## src/rtl/fb_write_arbiter.sv

```systemverilog
// Two-port round-robin write arbiter for the frame-buffer write port.
// A single registered output slot carries one beat; a burst limit bounds how long one port may hog the slot.
module fb_write_arbiter #(
   parameter int DATA_WIDTH = 32,
   parameter int ADDR_WIDTH = 17,
   parameter int WBEN_WIDTH = 4,
   parameter int MAX_BURST  = 8
) (
   input  logic                  clk,
   input  logic                  rst,
   input  logic [DATA_WIDTH-1:0] in0_data,
   input  logic [ADDR_WIDTH-1:0] in0_addr,
   input  logic [WBEN_WIDTH-1:0] in0_wben,
   input  logic                  in0_rts,
   output logic                  in0_rtr,
   input  logic [DATA_WIDTH-1:0] in1_data,
   input  logic [ADDR_WIDTH-1:0] in1_addr,
   input  logic [WBEN_WIDTH-1:0] in1_wben,
   input  logic                  in1_rts,
   output logic                  in1_rtr,
   output logic [DATA_WIDTH-1:0] mem_data,
   output logic [ADDR_WIDTH-1:0] mem_addr,
   output logic [WBEN_WIDTH-1:0] mem_wben,
   output logic                  mem_valid,
   input  logic                  mem_ready,
   output logic                  cur_grant
);

   localparam int CNT_W = (MAX_BURST > 1) ? $clog2(MAX_BURST) : 1;
   localparam logic [CNT_W-1:0] CNT_LAST = CNT_W'(MAX_BURST - 1);

   typedef enum logic [1:0] {IDLE, GRANT0, GRANT1} state_t;

   state_t           state, state_nxt;
   logic             last_served, last_served_nxt;
   logic [CNT_W-1:0] burst_cnt, burst_cnt_nxt;

   logic                  slot_free;
   logic                  xfer0, xfer1, xfer;
   logic                  gnt_port, own_rts, oth_rts, own_xfer;
   state_t                oth_state;
   logic [DATA_WIDTH-1:0] sel_data;
   logic [ADDR_WIDTH-1:0] sel_addr;
   logic [WBEN_WIDTH-1:0] sel_wben;

   logic [DATA_WIDTH-1:0] data_p1;
   logic [ADDR_WIDTH-1:0] addr_p1;
   logic [WBEN_WIDTH-1:0] wben_p1;
   logic                  vld_p1;

   function automatic logic [CNT_W-1:0] sat_inc(input logic [CNT_W-1:0] cnt);
      return (cnt == CNT_LAST) ? cnt : cnt + CNT_W'(1);
   endfunction

   // Ready depends only on state and slot occupancy, never on rts.
   assign slot_free = !vld_p1 || mem_ready;
   assign in0_rtr   = (state == GRANT0) && slot_free;
   assign in1_rtr   = (state == GRANT1) && slot_free;
   assign xfer0     = in0_rts && in0_rtr;
   assign xfer1     = in1_rts && in1_rtr;
   assign xfer      = xfer0 || xfer1;

   assign gnt_port  = (state == GRANT1);
   assign own_rts   = gnt_port ? in1_rts : in0_rts;
   assign oth_rts   = gnt_port ? in0_rts : in1_rts;
   assign own_xfer  = gnt_port ? xfer1 : xfer0;
   assign oth_state = gnt_port ? GRANT0 : GRANT1;
   assign cur_grant = gnt_port;

   assign sel_data  = gnt_port ? in1_data : in0_data;
   assign sel_addr  = gnt_port ? in1_addr : in0_addr;
   assign sel_wben  = gnt_port ? in1_wben : in0_wben;

   always_comb begin
      state_nxt       = state;
      burst_cnt_nxt   = burst_cnt;
      last_served_nxt = last_served;
      case (state)
         IDLE: begin
            burst_cnt_nxt = '0;
            if (in0_rts && in1_rts) state_nxt = last_served ? GRANT0 : GRANT1;
            else if (in0_rts)       state_nxt = GRANT0;
            else if (in1_rts)       state_nxt = GRANT1;
         end
         GRANT0, GRANT1: begin
            if (!own_rts) begin
               state_nxt       = oth_rts ? oth_state : IDLE;
               burst_cnt_nxt   = '0;
               last_served_nxt = gnt_port;
            end else if (own_xfer) begin
               // Burst-limit handover happens on the last beat, so the other port follows without a bubble.
               if (burst_cnt == CNT_LAST && oth_rts) begin
                  state_nxt       = oth_state;
                  burst_cnt_nxt   = '0;
                  last_served_nxt = gnt_port;
               end else begin
                  burst_cnt_nxt = sat_inc(burst_cnt);
               end
            end
         end
         default: begin
            state_nxt     = IDLE;
            burst_cnt_nxt = '0;
         end
      endcase
   end

   always_ff @(posedge clk or posedge rst) begin
      if (rst) begin
         state       <= IDLE;
         last_served <= 1'b1;
         burst_cnt   <= '0;
      end else begin
         state       <= state_nxt;
         last_served <= last_served_nxt;
         burst_cnt   <= burst_cnt_nxt;
      end
   end

   // Stage p1: registered output slot toward the frame buffer.
   always_ff @(posedge clk or posedge rst) begin
      if (rst) begin
         vld_p1  <= 1'b0;
         data_p1 <= '0;
         addr_p1 <= '0;
         wben_p1 <= '0;
      end else if (xfer) begin
         vld_p1  <= 1'b1;
         data_p1 <= sel_data;
         addr_p1 <= sel_addr;
         wben_p1 <= sel_wben;
      end else if (mem_ready) begin
         vld_p1  <= 1'b0;
      end
   end

   assign mem_data  = data_p1;
   assign mem_addr  = addr_p1;
   assign mem_wben  = wben_p1;
   assign mem_valid = vld_p1;

endmodule

```

## config.mk

```make
export PLATFORM = sky130hd
export DESIGN_NAME = fb_write_arbiter
export DESIGN_NICKNAME = d
export VERILOG_FILES = /design/src/rtl/fb_write_arbiter.sv
export SDC_FILE = /design/constraint.sdc
export NUM_CORES = 1
export LEC_CHECK = 0
export BUFFER_PORTS_ARGS = -buffer_cell sky130_fd_sc_hd__buf_2
export CORE_ASPECT_RATIO = 1.5
export CORE_UTILIZATION = 40
export DETAILED_ROUTE_END_ITERATION = 8
export GPL_TIMING_DRIVEN = 0
export PLACE_DENSITY = 0.85
export SETUP_SLACK_MARGIN = 0.4
export SLEW_MARGIN = 20
export SYNTH_ARGS = -nofsm -noshare
export SYNTH_HDL_FRONTEND = slang
export SYNTH_SLANG_ARGS = --single-unit
```

## constraint.sdc

```tcl
create_clock -name clk -period 1.9 [get_ports clk]
set_input_delay 0.19 -clock clk [delete_from_list [all_inputs] [get_ports clk]]
set_output_delay 0.19 -clock clk [all_outputs]
set_load 0.01 [all_outputs]
```

==> qor.yml, run 1 <==
status: "finished, violations left"
violations: "setup timing"
yosys_warnings: 0
drt_iter0_drc: 151
die-area_sq_um: 7941
fin_cells: 583
post-synth-top-count-cell: "dfrtp_1"
first_pass_iters: 4
globalplace.congestion: 0.8483
final.setup.tns_ns: -0.09037
yosysSeqAreaShare_pct: 49.55
hpwl_mm: 6.220
setup_ws_ns: -0.05047
crit_buf_inv: 1
cts_htree_levels: 3
crit_fanout: 4
drv_slew: 0
root_buffer: "clkbuf_8"
p_leak_nw: 2.227
overflow: 0
antenna_found_initial: 0
final_nets: 595
cts_buffers: 9
rows: 38
crit_top_cell: "mux2_4"
fillers: 564
synth_commonest_cells: "dfrtp_1, a21oi_1, nor2_1"
maxCapViolations: 0
num_vias: 2886
clock_latency_ns: 0.33
hold_violations: 0
cp_data_required_time_ns: 2.11
grt_pass1_wl_mm: 13.08
fin_crit_sh_pct: 102.7
num_io_pins: 168
syn_area_sq_um: 3033
criticalPathCategory: "reg -> reg"
period_minus_slack_ns: 1.950
cpMaxStageDelayCell: "dfrtp_1"
cp-end-kind: "flop"
drc_errors: 0
grt_pass1_vias: 2950
max-slew-margin-rel_pct: 52.73
die_x_microns: 73.10
cpPeakStageDelay_ns: 0.41
gr-usage-all-layers_pct: 21.92
postPlaceCellArea_sq_um: 4106
vias_per_cell: 4.950
fin_hold_ws_ns: 0.1583
tightest_slew_ns: 0.7076
rsz0062_at_grt: "yes"
crit_path_cell_trace: "buf_6 -> ha_4 -> mux2_4 -> a31o_4 -> a221oi_4 -> mux2_4"
antenna_cells: 0
syn_nets: 406
synthTopCellsByArea: "dfrtp_1, mux2i_1, a21oi_1"
drt-wirelength-per-cell_microns: 14.28
start_util_pct: 41.69
grt_max_degree: 32
clk_path_buf_depth: 2
synth_cells: 289
synth_cell_types: 34
cp-start-kind: "flop"
final_cell_area_sq_um: 4528
skew_ns: 0.007820
antenna_left: 0
async_flop_share_pct: 100.0
syn_area_per_cell_sq_um: 10.49
seqCellArea_sq_um: 1503
yosysTopAreaCellShare_pct: 48.68
dominantRegCellSynth: "dfrtp_1"
yosys.area.top_type: "dfrtp_1"
cts_tree: "yes"
core_area_sq_um: 7274
setup_viol: 3
clk_pin_slew_ns: 0.07
synth_edf_count: 0
fmax_ghz: 0.5127
port_buffers: 167
peakVddDrop_mv: 0.8655
die_h_microns: 108.6
dpl.cell_count: 557
cts_num_sinks: 60
area.growth.synth_to_final_pct: 49.30
wirelength_mm: 8.326
min_path_type: "in -> reg"
drive_gt1_share_pct: 48.03
multi_input_area_sq_um: 1486
arrival_ns: 2.16
crit_family: "multiplexers"
powerDensity_nw_per_um2: 1685
ys_seq_elements: 60
==> worst paths after layout <==
check                            startpoint          end  slack (ns)  cells past startpoint
worst max-delay path               state[1]     state[0]       -0.05                      6
worst min-delay path            in0_addr[4]  mem_addr[4]        0.16                      3
worst max register to register     state[1]     state[0]       -0.05                      6
worst min register to register  mem_wben[0]  mem_wben[0]        0.52                      2
max in group asynchronous               rst  last_served        0.73                      4
min in group asynchronous               rst  mem_addr[1]        0.52                      3
==> flip-flops by register name, summed over array words and instances (netlist names) <==
name         cells
burst_cnt        3
last_served      1
mem_addr        17
mem_data        32
mem_valid        1
mem_wben         4
state            2
==> tightest hold or removal path: cells and delay by family <==
family | cells | cell delay, ns
mux | 1 | 0.05
buf+inv | 1 | 0.08
compound gates | 1 | 0.13
==> layer usage <==
| layer | routed length (microns) | up-vias | global-route usage, % |
|---|---|---|---|
| met5 | 0 | - | 0 |
| met4 | 221 | 0 | 11.90 |
| met3 | 377 | 18 | 4.713 |
| met2 | 4656 | 99 | 39.81 |
| met1 | 3070 | 1388 | 23.03 |
| li1 | - | 1381 | - |
==> report_power, final <==
group	switching [W]	internal, W	leakage (nW)
Sequential	0.000305	0.00190	0.670
Clock	0.000466	0.000681	0.0979
Combinational	0.00215	0.00212	1.46
==> cell families (layout without fill, tap and decap cells) <==
group,after synthesis,in the layout,synth area share (%)
AO/OA/AOI/OAI,67,67,13.24
adder cells (fa/ha/maj),6,6,2.475
buffers and inverters,24,218,4.167
flip-flops,60,60,49.55
multiplexers,58,58,19.72
AND/OR/NAND/NOR,74,74,10.85
==> final cells by class <==
cell class              instances  area share, %
repair buffers                178          21.75
well taps                     100          2.763
plain buffers                  19          4.642
clock buffers                  15          3.675
flip-flops and latches         60          33.19
clock inverters                 1         0.6632
multi-input cells             205          32.83
inverters                       5         0.4974
==> through the flow <==
| stage | utilization [%] | total power (W) | setup WS (ns) |
|---|---|---|---|
| after floorplan | - | 0.004817 | -0.007640 |
| after global placement | 56.17 | 0.005882 | -0.07288 |
| after detailed placement | 56.45 | 0.006042 | -0.1193 |
| after CTS | 61.87 | 0.007635 | -0.03522 |
| after global routing | 62.25 | 0.008183 | -0.1054 |
| final | 62.25 | 0.007628 | -0.05047 |
==> cells in the final DEF (no fill, tap or decap), types with 3 or more instances in the layout <==
cell type / n
nand2_1: 3
clkbuf_8: 11
buf_6: 11
buf_12: 4
clkbuf_1: 4
dfrtp_1: 59
buf_2: 167
nor2_1: 54
mux2i_1: 53
inv_1: 3
buf_4: 11
mux2_4: 5
a21oi_1: 54
ha_1: 3
==> timing repair <==
action / CTS / global route
gates resized for setup: 23 / 5
setup buffers: 7 / 1
cloned: 1 / 0
setup endpoints to repair: 61 / 61
endpoints found under the hold margin: 30 / 0
pin swaps: 3 / 3
hold buffers: 1 / 0
(Power assumes the default switching activity.)
==> run 2, diff against run 1 <==
Clock period 1.9 ns to 1.6 ns, I/O delays scaled along.
==> qor.yml, run 2 (synthesized netlist as in run 1, its figures left out) <==
worst_hold_startpoint: "in0_addr[4]"  # unchanged
grt_pass1_vias: 2884  # was 2950
drv_slew: 0  # unchanged
antenna_found_initial: 0  # unchanged
max-slew-margin-rel_pct: 54.98  # was 52.73%
die_h_microns: 108.6  # unchanged
p_switching_w: 0.003890  # was 0.002918 W
die-area_sq_um: 7941  # unchanged
rows: 38  # unchanged
crit_fanout: 4  # unchanged
num_io_pins: 168  # unchanged
hpwl_mm: 6.290  # was 6.220 mm
seq_power_share_pct: 26.6  # was 29.0%
fin_crit_sh_pct: 123.5  # was 102.7%
drt_iter0_drc: 92  # was 151
reg2reg_from: "state[1]"  # unchanged
r2r_slack_ns: -0.38  # was -0.05 ns
arrival_ns: 2.19  # was 2.16 ns
grt_pass1_wl_mm: 13.42  # was 13.08 mm
setup_ws_ns: -0.3760  # was -0.05047 ns
wirelength_mm: 8.755  # was 8.326 mm
cts_tree: "yes"  # unchanged
period_minus_slack_ns: 1.976  # was 1.950 ns
antenna_cells: 0  # unchanged
globalplace.congestion: 0.8242  # was 0.8483
core_area_sq_um: 7274  # unchanged
cts_buffers: 9  # unchanged
crit_start: "state[1]"  # unchanged
final_nets: 603  # was 595
violations: "setup timing"  # unchanged
root_buffer: "clkbuf_8"  # unchanged
r2r_cells: 6  # unchanged
powerDensity_nw_per_um2: 2044  # was 1685 nW/um^2
p_sw_share_pct: 38.92  # was 38.25%
cts_htree_levels: 3  # unchanged
clock_latency_ns: 0.33  # about the same
worstHoldPathCells: 3  # unchanged
area.growth.synth_to_final_pct: 61.22  # was 49.30%
drc_errors: 0  # unchanged
overflow: 0  # unchanged
rr_endpoint: "state[1]"  # was state[0]
min_path_type: "in -> reg"  # unchanged
tightest_slew_ns: 0.6716  # was 0.7076 ns
p_comb_share_pct: 60.0  # was 56.0%
cp-end-kind: "flop"  # unchanged
cts_num_sinks: 60  # unchanged
num_vias: 2897  # was 2886
peakVddDrop_mv: 1.190  # was 0.8655 mV
start_util_pct: 41.69  # unchanged
p_leak_nw: 2.296  # was 2.227 nW
first_pass_iters: 4  # unchanged
port_buffers: 167  # unchanged
clkPwrFrac_pct: 13.3  # was 15.0%
min_to: "mem_addr[4]"  # unchanged
rsz0062_at_grt: "yes"  # unchanged
cp_data_required_time_ns: 1.82  # was 2.11 ns
final_common_cell: "buf_2"  # unchanged
maxCapViolations: 0  # unchanged
clk_pin_slew_ns: 0.07  # about the same
clk_path_buf_depth: 2  # unchanged
setup_viol: 60  # was 3
criticalPathCategory: "reg -> reg"  # unchanged
largest_register_ffs: 32  # unchanged
die_x_microns: 73.10  # unchanged
final_util_pct: 67.22  # was 62.25%
pre_cts_ws_ns: -0.4358  # was -0.1193 ns
drt-wirelength-per-cell_microns: 14.84  # was 14.28 microns
status: "finished, violations left"  # unchanged
hold_violations: 0  # unchanged
p_int_w: 0.006106  # was 0.004710 W
skew_ns: 0.005165  # was 0.007820 ns
gr-usage-all-layers_pct: 22.51  # was 21.92%
antenna_left: 0  # unchanged
final_cell_mix: "buf_2, dfrtp_1, nor2_1, mux2i_1, a21oi_2"  # was buf_2, dfrtp_1, nor2_1, a21oi_1, mux2i_1
fmax_ghz: 0.5061  # was 0.5127 GHz
vias_per_cell: 4.910  # was 4.950
drive_gt1_share_pct: 60.61  # was 48.03%
grt_max_degree: 33  # was 32
cp-start-kind: "flop"  # unchanged
-- run 2: cell count changes in the layout (fill, tap and decap cells not counted), moves of 4 or more --
cell     change
mux2i_2      +5
nor2_2       +5
mux2i_1      -8
buf_8        +4
a21oi_1     -40
nor2_1       -5
a21oi_2     +41
-- run 2: worst max-delay path by stage --
stage               end  slack (ns)  cells after the start
2_1_floorplan  state[0]       -0.31                      7
3_3_place_gp   state[0]       -0.37                      7
3_5_place_dp   state[1]       -0.44                      7
4_1_cts        state[1]       -0.35                      6
5_1_grt        state[1]       -0.42                      7
6_report       state[1]       -0.38                      6
-- run 2: per-layer routing --
metal | vias up | part of all wire, % | global-route usage [%] | routed length [microns]
li1 | 1401 | - | - | -
met1 | 1374 | 38 | 24.43 | 3337
met2 | 104 | 55 | 40.34 | 4826
met3 | 18 | 4.1 | 4.436 | 360
met4 | 0 | 2.6 | 12.18 | 231
met5 | - | 0 | 0 | 0
-- run 2: stage by stage --
stage / instances / instance area [sq um] / power [W] / setup TNS (ns) / hold WS, ns
floorplan: 289 / 3326 / 0.006236 / -1.078 / 0.2655
global placement: 556 / 4287 / 0.007518 / -9.592 / 0.4603
detailed placement: 557 / 4307 / 0.007706 / -12.64 / 0.2805
CTS: 586 / 4795 / 0.009826 / -4.645 / 0.1042
global route: 590 / 4890 / 0.01064 / -12.26 / 0.1106
finish: 590 / 4890 / 0.009996 / -8.520 / 0.1136
-- run 2: critical path, stage by stage, from the launching register on --
cell,delay (ns)
dfrtp_1,0.42
buf_6,0.14
ha_4,0.16
mux2_4,0.31
a31o_4,0.25
a221oi_4,0.25
mux2_4,0.34
-- run 2: timing repair --
action | in CTS | in global routing
endpoints found under the setup margin | 62 | 63
hold endpoints to repair | 28 | 0
pin swaps | 9 | 2
resized for setup | 31 | 15
setup buffers | 11 | 3
hold buffers | 1 | 0
cloned | 2 | 1
-- run 2: power by group through the flow --
stage	Clock (W)	Combinational [W]	Sequential, W
6_report	0.00133	0.00600	0.00266
5_1_grt	0.00142	0.00648	0.00274
4_1_cts	0.00136	0.00582	0.00265
3_5_place_dp	0	0.00503	0.00268
3_3_place_gp	0	0.00489	0.00263
2_1_floorplan	0	0.00326	0.00297
-- run 2: area by class of cell --
| class | instances | area (sq um) |
|---|---|---|
| fillers | 556 | 2385 |
| multi-input cells | 205 | 1712 |
| flip-flops and latches | 60 | 1503 |
| repair buffers | 185 | 1079 |
| plain buffers | 19 | 252.7 |
| clock buffers | 11 | 141.4 |
| well taps | 100 | 125.1 |
| clock inverters | 4 | 50.05 |
| inverters | 5 | 22.52 |
| repair inverters | 1 | 5.005 |
